<file path="src/rtl/sd_cmd_rx_deserializer_if.sv">
// Interface between the CMD-line deserializer and the CMD control FSM.
// The master side arms the receiver and drives the synchronised CMD line.
// The slave side (the deserializer) returns the frame and its status flags.
interface sd_cmd_rx_deserializer_if #(
  parameter int LONG_WIDTH = 136
);
  logic                  start_listening_nxt_cycle;
  logic                  response_long;
  logic                  crc_check_en;
  logic                  serial_in;
  logic                  busy;
  logic                  finished;
  logic [LONG_WIDTH-1:0] parallel_out;
  logic                  crc_error;
  logic                  end_bit_error;
  logic                  timeout;

  modport master (
    output start_listening_nxt_cycle, response_long, crc_check_en, serial_in,
    input  busy, finished, parallel_out, crc_error, end_bit_error, timeout
  );

  modport slave (
    input  start_listening_nxt_cycle, response_long, crc_check_en, serial_in,
    output busy, finished, parallel_out, crc_error, end_bit_error, timeout
  );
endinterface

</file>
<file path="src/rtl/sd_cmd_rx_deserializer.sv">
// SD CMD-line response receiver.
// Waits for a start bit, shifts in a short or long response MSB first, and
// checks the CRC7 and the end bit. It flags a timeout when no start bit
// arrives within TIMEOUT_CYCLES samples. The result and flags are held
// until the next accepted start request.
module sd_cmd_rx_deserializer #(
  parameter int SHORT_WIDTH    = 48,
  parameter int LONG_WIDTH     = 136,
  parameter int TIMEOUT_CYCLES = 64,
  parameter int CNT_W          = 8
) (
  input logic CLK,
  input logic RESET_N,
  sd_cmd_rx_deserializer_if.slave bus
);
  typedef enum logic [1:0] {IDLE, WAIT_START, RECEIVE, DONE} state_t;

  localparam logic [CNT_W-1:0] SHORT_N   = CNT_W'(SHORT_WIDTH);
  localparam logic [CNT_W-1:0] LONG_N    = CNT_W'(LONG_WIDTH);
  localparam logic [CNT_W-1:0] TO_LAST   = CNT_W'(TIMEOUT_CYCLES - 1);
  localparam logic [CNT_W-1:0] LONG_SKIP = CNT_W'(8);
  localparam logic [CNT_W-1:0] TAIL_LEN  = CNT_W'(9);
  localparam logic [CNT_W-1:0] ONE       = CNT_W'(1);

  state_t                state;
  logic                  long_mode;
  logic                  crc_en;
  logic [LONG_WIDTH-1:0] shreg;
  logic [CNT_W-1:0]      bitcnt;
  logic [CNT_W-1:0]      tocnt;
  logic [6:0]            crc;
  logic                  finished;
  logic [LONG_WIDTH-1:0] parallel_out;
  logic                  crc_error;
  logic                  end_bit_error;
  logic                  timeout;

  logic [CNT_W-1:0]      frame_len;
  logic [CNT_W-1:0]      crc_first;
  logic [CNT_W-1:0]      crc_last;
  logic                  crc_take;
  logic                  crc_fb;
  logic [6:0]            crc_upd;
  logic [LONG_WIDTH-1:0] shreg_shift;

  // Frame geometry for the latched mode, CRC window and next shift/CRC values.
  // bitcnt is the number of bits already received, so the current sample
  // is bit number bitcnt+1 of the frame. The CRC stops 8 bits before the end
  // (7 CRC bits plus the end bit). Long frames skip their 8-bit header.
  always_comb begin
    frame_len   = long_mode ? LONG_N : SHORT_N;
    crc_first   = long_mode ? LONG_SKIP : '0;
    crc_last    = frame_len - TAIL_LEN;
    crc_take    = (bitcnt >= crc_first) && (bitcnt <= crc_last);
    crc_fb      = bus.serial_in ^ crc[6];
    crc_upd     = {crc[5:3], crc[2] ^ crc_fb, crc[1:0], crc_fb};
    shreg_shift = {shreg[LONG_WIDTH-2:0], bus.serial_in};
  end

  // Receiver FSM. A start request overrides every state and restarts cleanly.
  always_ff @(posedge CLK or negedge RESET_N) begin
    if (!RESET_N) begin
      state         <= IDLE;
      long_mode     <= 1'b0;
      crc_en        <= 1'b0;
      shreg         <= '0;
      bitcnt        <= '0;
      tocnt         <= '0;
      crc           <= '0;
      finished      <= 1'b0;
      parallel_out  <= '0;
      crc_error     <= 1'b0;
      end_bit_error <= 1'b0;
      timeout       <= 1'b0;
    end else if (bus.start_listening_nxt_cycle) begin
      state         <= WAIT_START;
      long_mode     <= bus.response_long;
      crc_en        <= bus.crc_check_en;
      shreg         <= '0;
      bitcnt        <= '0;
      tocnt         <= '0;
      crc           <= '0;
      finished      <= 1'b0;
      parallel_out  <= '0;
      crc_error     <= 1'b0;
      end_bit_error <= 1'b0;
      timeout       <= 1'b0;
    end else begin
      case (state)
        IDLE: begin
          finished <= 1'b0;
        end
        WAIT_START: begin
          if (!bus.serial_in) begin
            // The start bit lands in the LSB. It reaches position N-1
            // after the remaining N-1 shifts.
            shreg  <= {{(LONG_WIDTH-1){1'b0}}, bus.serial_in};
            bitcnt <= ONE;
            crc    <= '0;
            state  <= RECEIVE;
          end else if (tocnt == TO_LAST) begin
            timeout  <= 1'b1;
            finished <= 1'b1;
            state    <= DONE;
          end else begin
            tocnt <= tocnt + ONE;
          end
        end
        RECEIVE: begin
          shreg  <= shreg_shift;
          bitcnt <= bitcnt + ONE;
          if (crc_take) begin
            crc <= crc_upd;
          end
          if (bitcnt == frame_len - ONE) begin
            // This sample is the end bit. shreg[6:0] holds the received CRC.
            parallel_out  <= shreg_shift;
            crc_error     <= crc_en && (shreg[6:0] != crc);
            end_bit_error <= !bus.serial_in;
            finished      <= 1'b1;
            state         <= DONE;
          end
        end
        DONE: begin
          finished <= 1'b0;
          state    <= IDLE;
        end
        default: begin
          state <= IDLE;
        end
      endcase
    end
  end

  assign bus.busy          = (state == WAIT_START) || (state == RECEIVE);
  assign bus.finished      = finished;
  assign bus.parallel_out  = parallel_out;
  assign bus.crc_error     = crc_error;
  assign bus.end_bit_error = end_bit_error;
  assign bus.timeout       = timeout;
endmodule

</file>
<file path="src/flat_wrapper.sv">
// flat-port wrapper written by rule: the top's interface ports become plain ports
module sd_cmd_rx_deserializer_flat 
#(
  parameter int SHORT_WIDTH    = 48,
  parameter int LONG_WIDTH     = 136,
  parameter int TIMEOUT_CYCLES = 64,
  parameter int CNT_W          = 8
)
  (CLK, RESET_N, bus_start_listening_nxt_cycle, bus_response_long, bus_crc_check_en, bus_serial_in, bus_busy, bus_finished, bus_parallel_out, bus_crc_error, bus_end_bit_error, bus_timeout);
  sd_cmd_rx_deserializer_if #(.LONG_WIDTH(LONG_WIDTH)) bus_i ();
  input logic CLK;
  input logic RESET_N;
  input wire logic [$bits(bus_i.start_listening_nxt_cycle)-1:0] bus_start_listening_nxt_cycle;
  input wire logic [$bits(bus_i.response_long)-1:0] bus_response_long;
  input wire logic [$bits(bus_i.crc_check_en)-1:0] bus_crc_check_en;
  input wire logic [$bits(bus_i.serial_in)-1:0] bus_serial_in;
  output wire logic [$bits(bus_i.busy)-1:0] bus_busy;
  output wire logic [$bits(bus_i.finished)-1:0] bus_finished;
  output wire logic [$bits(bus_i.parallel_out)-1:0] bus_parallel_out;
  output wire logic [$bits(bus_i.crc_error)-1:0] bus_crc_error;
  output wire logic [$bits(bus_i.end_bit_error)-1:0] bus_end_bit_error;
  output wire logic [$bits(bus_i.timeout)-1:0] bus_timeout;
  assign bus_i.start_listening_nxt_cycle = bus_start_listening_nxt_cycle;
  assign bus_i.response_long = bus_response_long;
  assign bus_i.crc_check_en = bus_crc_check_en;
  assign bus_i.serial_in = bus_serial_in;
  assign bus_busy = bus_i.busy;
  assign bus_finished = bus_i.finished;
  assign bus_parallel_out = bus_i.parallel_out;
  assign bus_crc_error = bus_i.crc_error;
  assign bus_end_bit_error = bus_i.end_bit_error;
  assign bus_timeout = bus_i.timeout;
  sd_cmd_rx_deserializer #(.SHORT_WIDTH(SHORT_WIDTH), .LONG_WIDTH(LONG_WIDTH), .TIMEOUT_CYCLES(TIMEOUT_CYCLES), .CNT_W(CNT_W)) u_core (.CLK(CLK), .RESET_N(RESET_N), .bus(bus_i));
endmodule
</file>
<file path="config.mk">
export PLATFORM = sky130hd
export DESIGN_NAME = sd_cmd_rx_deserializer_flat
export DESIGN_NICKNAME = d
export VERILOG_FILES = /design/src/rtl/sd_cmd_rx_deserializer_if.sv /design/src/rtl/sd_cmd_rx_deserializer.sv /design/src/flat_wrapper.sv
export SDC_FILE = /design/constraint.sdc
export NUM_CORES = 1
export LEC_CHECK = 0
export CAP_MARGIN = 30
export CELL_PAD_IN_SITES_DETAIL_PLACEMENT = 0
export CELL_PAD_IN_SITES_GLOBAL_PLACEMENT = 2
export CORE_MARGIN = 3
export CORE_UTILIZATION = 32
export CTS_BUF_LIST = sky130_fd_sc_hd__clkbuf_16
export DETAILED_ROUTE_END_ITERATION = 16
export PLACE_DENSITY_LB_ADDON = 0.1
export SYNTH_ARGS = -nofsm -noshare
export SYNTH_HDL_FRONTEND = slang
export SYNTH_SLANG_ARGS = --single-unit
</file>
<file path="constraint.sdc">
create_clock -name CLK -period 1.7 [get_ports CLK]
set_input_delay 0.255 -clock CLK [delete_from_list [all_inputs] [get_ports CLK]]
set_output_delay 0.255 -clock CLK [all_outputs]
set_load 0.05 [all_outputs]
</file>
==> results of run 1 <==
==> cell usage in the layout (no fill, tap or decap), types with 4 or more instances in the layout <==
cell type / instances
dfrtp_1: 302
buf_12: 50
clkbuf_16: 61
nand2_2: 143
a21oi_2: 111
inv_1: 17
nand3_1: 5
nand2_4: 50
nor2_1: 18
ha_4: 4
ha_1: 6
buf_6: 17
clkinv_1: 10
and3_1: 5
buf_4: 203
o21ai_1: 42
xnor2_1: 10
a21oi_1: 33
buf_16: 11
o21ai_2: 41
inv_2: 4
buf_8: 6
nand2_1: 366
o21ai_0: 70
mux2i_1: 10
==> Yosys cell counts, types with 10 or more instances <==
| master | count | area, um2 |
|---|---|---|
| mux2i_1 | 10 | 100 |
| dfrtp_1 | 302 | 7560 |
| a21oi_1 | 44 | 220 |
| ha_1 | 10 | 125 |
| nand2_2 | 100 | 626 |
| o21ai_1 | 13 | 65.1 |
| nand2_1 | 459 | 1720 |
| clkbuf_1 | 39 | 146 |
| o21ai_0 | 140 | 701 |
| buf_12 | 11 | 220 |
| inv_1 | 10 | 37.5 |
| buf_2 | 28 | 140 |
| xnor2_1 | 10 | 87.6 |
| nor2_1 | 20 | 75.1 |
| a21oi_2 | 100 | 876 |
| buf_4 | 17 | 128 |
==> layer usage <==
layer  track usage, %  part of all wire (%)  vias to the layer above
met1             23.5                    49                     5042
met5                0                 0.037                        -
met3             3.23                   4.0                       40
met4             4.71                   1.6                        2
li1                 -                     -                     5074
met2             25.1                    45                      141
==> registers in the layout, summed over array words and instances, names as in the netlist <==
signal                    flops
u_core.shreg                135
u_core.long_mode              1
u_core.bus.timeout            1
u_core.bus.finished           1
u_core.crc                    7
u_core.bus.crc_error          1
u_core.tocnt                  8
u_core.bitcnt                 8
u_core.bus.end_bit_error      1
u_core.state                  2
u_core.crc_en                 1
u_core.bus.parallel_out     136
==> cell families (layout without fill, tap and decap cells) <==
| kind of cell | after synthesis | count (layout) | share of synthesized area (%) |
|---|---|---|---|
| buffers and inverters | 111 | 390 | 5.35 |
| DFF | 302 | 302 | 56.4 |
| xor gates and xnor gates | 13 | 13 | 0.850 |
| AOI/OAI and AO/OA | 320 | 320 | 15.5 |
| adders and majority gates | 10 | 10 | 0.934 |
| muxes | 12 | 12 | 0.916 |
| and+or+nand+nor | 616 | 616 | 20.0 |
==> how the worst max path moves through the flow <==
| stage | endpoint | startpoint | depth (start not counted) |
|---|---|---|---|
| 2_1_floorplan | u_core.bus.parallel_out[78] | u_core.bitcnt[3] | 8 |
| 3_3_place_gp | u_core.bitcnt[4] | bus_serial_in | 5 |
| 3_5_place_dp | u_core.bitcnt[4] | bus_serial_in | 5 |
| 4_1_cts | bus_busy | u_core.state[1] | 4 |
| 5_1_grt | u_core.crc[4] | u_core.state[1] | 9 |
| 6_report | u_core.crc[6] | u_core.state[1] | 9 |
==> power breakdown <==
part | switching, W | internal [W]
clock | 0.00309 | 0.00426
sequential | 0.0000540 | 0.00725
combinational | 0.00173 | 0.00162
total | 0.00487 | 0.0131
==> cell type report <==
class                   instances  share of cell area, %
inverters                      11                  0.230
well taps                     532                   3.50
clock inverters                25                  0.671
multi-input cells             971                   31.2
clock buffers                  39                   5.13
repair buffers                315                   19.6
flip-flops and latches        302                   39.7
==> repair_timing <==
action                                  4_1_cts  5_1_grt
buffers inserted                             20       10
pin swaps                                    35       67
endpoints found under the setup margin      288      294
hold buffers                                  2        0
hold endpoints to repair                    228        0
gates resized for setup                      59      247
gates cloned                                  7       27
==> stage by stage <==
step / worst slack, ps / hold slack [ps] / instance area, um2
after global placement: -204 / 159 / 16000
after floorplan: -37.5 / -40.6 / 13500
after detailed placement: -240 / 156 / 16000
final: -160 / 191 / 19000
after global routing: -257 / 185 / 19000
after CTS: -113 / 168 / 17700
==> critical path: cells and delay by family, from the launching register on <==
kind | cells | cell delay (ps)
muxes | 1 | 130
DFF | 1 | 410
and+or+nand+nor | 2 | 380
AOI/OAI and AO/OA | 1 | 80
buffers and inverters | 4 | 610
adders and majority gates | 1 | 160
==> impl_metrics.yaml, run 1 <==
floorplan:
  pin_count: 147
  coreArea_um2: 41100
  die_h_um: 211
  std_cell_rows: 74
  dieArea_um2: 44300
  initial_utilization_pct: 32.6
  fp.dieW_um: 211
routing:
  firstDrtPassIters: 4
  postRouteAntennaNets: 0
  routed_wl_um: 38200
  wl_per_cell_um: 17.4
  drcViolationCount: 0
  vias: 10299
  vias_per_cell: 4.69
  drt-initial-drc-count: 352
synthesis:
  synth-edff-count: 0
  mappedNetlistArea_um2: 13400
  synthArstFlopShare_pct: 100
  ys_seq_elements: 302
  synthCells: 1384
  yosysUniqueCellTypes: 56
  yosysWarningCount: 0
  mappedNetlistNets: 1400
  synth-seq-area-share_pct: 56.4
  synthFlopType: "dfrtp_1"
  avgSynthCellArea_um2: 9.68
placed_design:
  portBuffers: 146
  place_congestion: 0.731
  dp.cells: 2069
  place_hpwl_um: 22400
worst_setup_path:
  crit_path_end_kind: "flip-flop"
  arrival_ps: 2320
  r2r_slack_ps: -160
  cp_common_cell: "buf_6"
  criticalPathCategory: "reg -> reg"
  reg2reg_to: "u_core.crc[6]"
  cp-start-kind: "flip-flop"
  crit_required_ps: 2160
  max_stage_delay_ps: 410
  worstPathCellList: "buf_6 -> ha_4 -> nor2b_4 -> nor3_4 -> buf_6 -> clkbuf_16 -> buf_4 -> o21ai_0 -> mux2i_1"
  rr_startpoint: "u_core.state[1]"
  r2r_cells: 9
  cp_slowest_cell: "dfrtp_1"
  cp_max_fo: 6
timing:
  fin_tns_setup_ps: -21720
  worst_clock_skew_ps: 18.2
  setup_viol: 288
  fin_ws_ps: -160
  tightest_slew_ps: 625
  rsz0062_at_grt: "yes"
  slew_violations: 0
  maxSlewHeadroom_pct: 58.3
  fmax_mhz: 538
  fin_crit_ps: 1860
  period_share_pct: 109
  finalHoldViolCount: 0
cts:
  insertion_delay_ps: 550
  cts_buffer_depth: 3
  clk_pin_slew_ps: 60
  cts_made_buffers: 37
  numClockSinks: 302
  cts-root-buf: "clkbuf_16"
  ctsHtreeMaxLevel: 2
  cts_tree: "yes"
global_routing:
  grtUsageTotal_pct: 16.3
  grt_pass1_wl_um: 58700
  globalRoute.totalOverflow: 0
  grt_max_degree: 72
  grt_pass1_vias: 10308
  antenna_found_initial: 1
finish:
  regArea_um2: 7560
  layout.nets: 1654
  n_fill_cell: 3969
  antennaDiodeCount: 0
  multi_input_area_um2: 5930
  drive_gt1_share_pct: 43.7
  instances_no_fill: 2195
  utilization_pct: 46.3
  area_growth_pct: 42.1
power_and_ir_drop:
  p_total_w: 0.0180
  p_per_area_nw_per_um2: 946
  ir_worst_vdd_v: 0.000596
  cellLeakagePower_nw: 8.61
min_path:
  hp-class: "in -> async"
job:
  cap_violations: 0
run_status:
  status: "finished, violations left"
  violations: "negative setup slack"
Note: power is estimated with default switching activity, not from simulation.
==> run 2, diff against run 1 <==
==> constraint.sdc (replaced) <==
create_clock -name CLK -period 1.7 [get_ports CLK]
set_input_delay 0.255 -clock CLK [delete_from_list [all_inputs] [get_ports CLK]]
set_output_delay 0.255 -clock CLK [all_outputs]
set_load 0.1 [all_outputs]
==> run 2 against run 1 <==
Against the previous run:
- the flow still finishes with violations (negative setup slack)
- total power is 6.4% higher
- non-clock buffer count is 80 higher
- critical endpoint is now u_core.bus.parallel_out[88]
- core utilization is 11 points higher
==> impl_metrics.yaml, run 2 (synthesis gave the netlist of run 1 again) <==
routing:
  drt-initial-drc-count: 469
  postRouteAntennaNets: 0
  wl_per_cell_um: 19.1
  vias_per_cell: 4.89
  vias: 11110
  firstDrtPassIters: 4
  routed_wl_um: 43500
  drcViolationCount: 0
power_and_ir_drop:
  combPwrFrac_pct: 24.3
  cellInternalPower_w: 0.0137
  p_switching_w: 0.00541
  p_clk_share_pct: 37.6
  power_frac_seq_pct: 38.2
  ir_worst_vdd_v: 0.000582
  p_per_area_nw_per_um2: 816
  swShare_pct: 28.3
  cellLeakagePower_nw: 10.4
  p_total_w: 0.0191
timing:
  period_share_pct: 114
  fmax_mhz: 515
  fin_crit_ps: 1940
  maxSlewHeadroom_pct: 55.0
  worst_clock_skew_ps: 9.79
  fin_ws_ps: -241
  setup_viol: 287
  rsz0062_at_grt: "yes"
  tightest_slew_ps: 666
  slew_violations: 0
  finalHoldViolCount: 0
  whs_ps: 205
cts:
  insertion_delay_ps: 520
  numClockSinks: 302
  cts-root-buf: "clkbuf_16"
  clk_pin_slew_ps: 60
  cts_made_buffers: 37
  ctsHtreeMaxLevel: 2
  cts_tree: "yes"
  cts_buffer_depth: 3
floorplan:
  coreArea_um2: 41100
  fp.dieW_um: 211
  initial_utilization_pct: 32.6
  pin_count: 147
  dieArea_um2: 44300
  std_cell_rows: 74
  die_h_um: 211
job:
  cap_violations: 0
worst_setup_path:
  path_delay_family: "buffers and inverters"
  cp-start-kind: "flip-flop"
  worst-path-buf-inv: 4
  crit_path_end_kind: "flip-flop"
  cp_max_fo: 6
  crit_required_ps: 2090
  cp_slowest_cell: "dfrtp_1"
  arrival_ps: 2330
  max_stage_delay_ps: 430
  worstPathCellList: "ha_4 -> nor3_4 -> buf_6 -> o2111ai_4 -> buf_12 -> buf_16 -> clkbuf_16 -> nand2_2 -> a21oi_2"
  criticalPathCategory: "reg -> reg"
global_routing:
  globalRoute.totalOverflow: 0
  grtUsageTotal_pct: 18.0
  grt_max_degree: 71
  antenna_found_initial: 1
  grt_pass1_wl_um: 64100
  grt_pass1_vias: 11132
run_status:
  violations: "negative setup slack"
  status: "finished, violations left"
placed_design:
  portBuffers: 146
  preCtsSetupSlack_ps: -293
  placed_area_um2: 17700
  place_congestion: 0.746
  place_hpwl_um: 22000
finish:
  mostFrequentLayoutCells: "dfrtp_1 (301), nand2_1 (242), buf_12 (200), nand2_4 (158), nand2_2 (158)"
  final_common_cell: "dfrtp_1"
  top_regs: "u_core.bus.parallel_out: 136 flops, u_core.shreg: 135 flops"
  antennaDiodeCount: 0
  area_growth_pct: 75.2
  n_fill_cell: 3513
  largest_register: "u_core.bus.parallel_out"
  utilization_pct: 57.1
  largest_reg_flops: 136
  drive_gt1_share_pct: 56.3
  layout.nets: 1734
  final_area_um2: 23500
min_path:
  hp-class: "in -> async"
==> run 2: cell types whose count changed in the layout (fill, tap and decap cells not counted), moves of 8 or more <==
cell	before	now
buf_12	50	200
buf_16	11	38
buf_4	203	70
buf_6	17	29
buf_8	6	21
clkbuf_16	61	69
nand2_1	366	242
nand2_2	143	158
nand2_4	50	158
o21ai_0	70	8
o21ai_1	42	59
o21ai_2	41	84
==> run 2: repair_timing <==
item	CTS	global route
gates cloned	41	36
buffers inserted	56	22
hold buffers	1	0
pin swaps	68	216
endpoints found under the setup margin	284	298
hold endpoints to repair	169	0
resized for setup	263	470
==> run 2: final cells by class <==
cell class	count	area, um2	share of cell area [%]
multi-input cells	971	7020	29.9
repair buffers	395	7090	30.2
clock buffers	39	976	4.16
flip-flops and latches	302	7560	32.2
well taps	532	666	2.84
inverters	11	50.0	0.213
clock inverters	24	103	0.437
==> run 2: path summary, 6_finish.rpt <==
check,startpoint,end,slack [ps],cells after the start
setup reg to reg,u_core.long_mode,u_core.bus.parallel_out[88],-240,9
hold / removal,RESET_N,u_core.bus.parallel_out[123],200,2
setup / recovery,u_core.long_mode,u_core.bus.parallel_out[88],-240,9
max in group asynchronous,RESET_N,u_core.shreg[83],790,4
min in group CLK,bus_start_listening_nxt_cycle,u_core.tocnt[6],300,3
hold reg to reg,u_core.shreg[97],u_core.shreg[97],500,2
==> run 2: per-stage QoR <==
stage / setup TNS (ps) / std cells
6_report: -45430 / 2274
5_1_grt: -64900 / 2274
4_1_cts: -34790 / 2231
3_5_place_dp: -61400 / 2071
3_3_place_gp: -56740 / 2071
2_1_floorplan: -3540 / 1384
==> run 2: power groups by stage <==
stage               Combinational (W)  Sequential (W)  Clock (W)
detailed placement            0.00209         0.00743          0
global placement              0.00208         0.00743          0
global route                  0.00487         0.00731    0.00771
finish                        0.00464         0.00731    0.00719
CTS                           0.00356         0.00730    0.00740
floorplan                     0.00113         0.00748          0
==> run 2: layer usage <==
metal  wire [um]  up-vias  global-route usage, %  share of wire [%]
met5           7        -                      0              0.016
met4         651        2                   4.25                1.5
met3        1350       50                   2.60                3.1
met2       20800      182                   28.3                 48
met1       20700     5627                   26.4                 48
li1            -     5249                      -                  -
==> run 3, diff against run 2 <==
Settings changed: PLACE_DENSITY set to 0.74, PLACE_DENSITY_LB_ADDON 0.1 to not set.
==> run 3 against run 2 <==
Against the previous run:
- the run still ends with negative setup slack left
- register-to-register slack got worse by 20 ps
- die area is the same
- sequential share of layout area is 0.13 points lower
- clock skew grew 5.0 ps
- total power rose by 1.5%
- critical path type unchanged
==> impl_metrics.yaml, run 3 (synthesis gave the netlist of run 1 again) <==
timing:
  fmax_mhz: 510
  maxSlewHeadroom_pct: 56.9
  slew_violations: 0
  rsz0062_at_grt: "yes"
  setup_viol: 289
  whs_ps: 195
  fin_crit_ps: 1960
  fin_ws_ps: -260
  tightest_slew_ps: 637
  finalHoldViolCount: 0
  worst_clock_skew_ps: 14.8
  period_share_pct: 115
routing:
  wl_per_cell_um: 19.2
  drcViolationCount: 0
  drt-initial-drc-count: 564
  vias_per_cell: 4.91
  vias: 11102
  postRouteAntennaNets: 0
  routed_wl_um: 43500
  firstDrtPassIters: 5
cts:
  insertion_delay_ps: 530
  cts_buffer_depth: 3
  numClockSinks: 302
  cts_made_buffers: 37
  clk_pin_slew_ps: 60
  cts_tree: "yes"
  cts-root-buf: "clkbuf_16"
  ctsHtreeMaxLevel: 2
power_and_ir_drop:
  ir_worst_vdd_v: 0.000760
  cellLeakagePower_nw: 11.0
  p_per_area_nw_per_um2: 824
floorplan:
  die_h_um: 211
  fp.dieW_um: 211
  pin_count: 147
  dieArea_um2: 44300
  initial_utilization_pct: 32.6
  std_cell_rows: 74
  coreArea_um2: 41100
worst_setup_path:
  crit_required_ps: 2140
  crit_path_end_kind: "flip-flop"
  cp-start-kind: "flip-flop"
  arrival_ps: 2400
  criticalPathCategory: "reg -> reg"
  cp_max_fo: 5
global_routing:
  grtUsageTotal_pct: 19.4
  antenna_found_initial: 0
  grt_max_degree: 80
  globalRoute.totalOverflow: 0
  grt_pass1_vias: 11474
  grt_pass1_wl_um: 68000
finish:
  top_regs: "u_core.bus.parallel_out: 136 flops, u_core.shreg: 135 flops"
  final_area_um2: 23600
  antennaDiodeCount: 0
  drive_gt1_share_pct: 59.5
  area_growth_pct: 75.9
  layout.nets: 1719
  largest_register: "u_core.bus.parallel_out"
  instances_no_fill: 2260
  mostFrequentLayoutCells: "dfrtp_1 (301), nand2_1 (227), buf_12 (208), nand2_4 (174), nand2_2 (158)"
  largest_reg_flops: 136
  final_common_cell: "dfrtp_1"
placed_design:
  portBuffers: 146
  place_hpwl_um: 21400
  place_congestion: 0.765
  placed_area_um2: 17600
  dp.cells: 2058
run_status:
  status: "finished, violations left"
  violations: "negative setup slack"
job:
  cap_violations: 0
min_path:
  hp-class: "in -> async"
==> run 3: changes by cell type in the layout (fill, tap and decap cells not counted), moves of 7 or more <==
cell and delta:
a21oi_1 -32, a21oi_2 +32, buf_12 +8, buf_16 +11, buf_4 -7, buf_8 -11, clkbuf_16 -19, nand2_1 -15
nand2_4 +16, o21ai_1 -7, o21ai_2 +12
==> run 3: repair_timing <==
| item | CTS | global route |
|---|---|---|
| cloned | 61 | 14 |
| setup endpoints to repair | 293 | 294 |
| resized for setup | 371 | 448 |
| hold buffers | 2 | 0 |
| buffers inserted | 67 | 22 |
| endpoints found under the hold margin | 304 | 0 |
| pin swaps | 136 | 200 |
==> run 3: layer usage <==
| metal | track usage [%] | part of all wire, % | vias up |
|---|---|---|---|
| met5 | 0 | 0 | - |
| met1 | 27.2 | 45 | 5634 |
| met4 | 5.10 | 2.0 | 0 |
| met3 | 3.08 | 3.6 | 52 |
| met2 | 31.5 | 49 | 200 |
| li1 | - | - | 5216 |
==> run 3: stage by stage <==
stage	utilization, %	TNS, ps	setup WS (ps)	power [W]
after floorplan	-	-3540	-47.2	0.00861
after global placement	42.8	-40860	-246	0.00946
after detailed placement	42.8	-41070	-243	0.00947
after CTS	54.1	-49740	-255	0.0192
after global routing	57.3	-68440	-333	0.0202
final	57.3	-45950	-260	0.0194
==> run 3: critical path, cell delays in order (launching register included) <==
cell	delay [ps]
dfrtp_1	420
buf_6	140
and3b_2	210
buf_6	120
o2111ai_4	300
buf_12	210
buf_16	150
buf_12	130
nand2_2	50
a21oi_2	130
==> run 3: final timing paths <==
path / cells past startpoint / endpoint / slack [ps] / startpoint
min in group CLK: 2 / u_core.crc_en / 370 / bus_crc_check_en
worst min-delay path: 2 / u_core.bus.parallel_out[78] / 190 / RESET_N
worst max register to register: 9 / u_core.bus.parallel_out[88] / -260 / u_core.long_mode
worst max-delay path: 9 / u_core.bus.parallel_out[88] / -260 / u_core.long_mode
worst min register to register: 2 / u_core.shreg[35] / 510 / u_core.shreg[35]
max in group asynchronous: 3 / u_core.shreg[22] / 750 / RESET_N
==> run 3: where the power goes <==
group	switching, W	internal (W)	total [W]
Clock	0.00313	0.00440	0.00753
Combinational	0.00226	0.00233	0.00459
Sequential	0.0000517	0.00725	0.00730
Total	0.00544	0.0140	0.0194
==> run 3: final cells by class <==
class / instances / area (um2)
inverters: 11 / 50.0
clock inverters: 27 / 205
well taps: 532 / 666
flip-flops and latches: 302 / 7560
fillers: 3426 / 17600
repair buffers: 380 / 6870
clock buffers: 37 / 926
multi-input cells: 971 / 7280
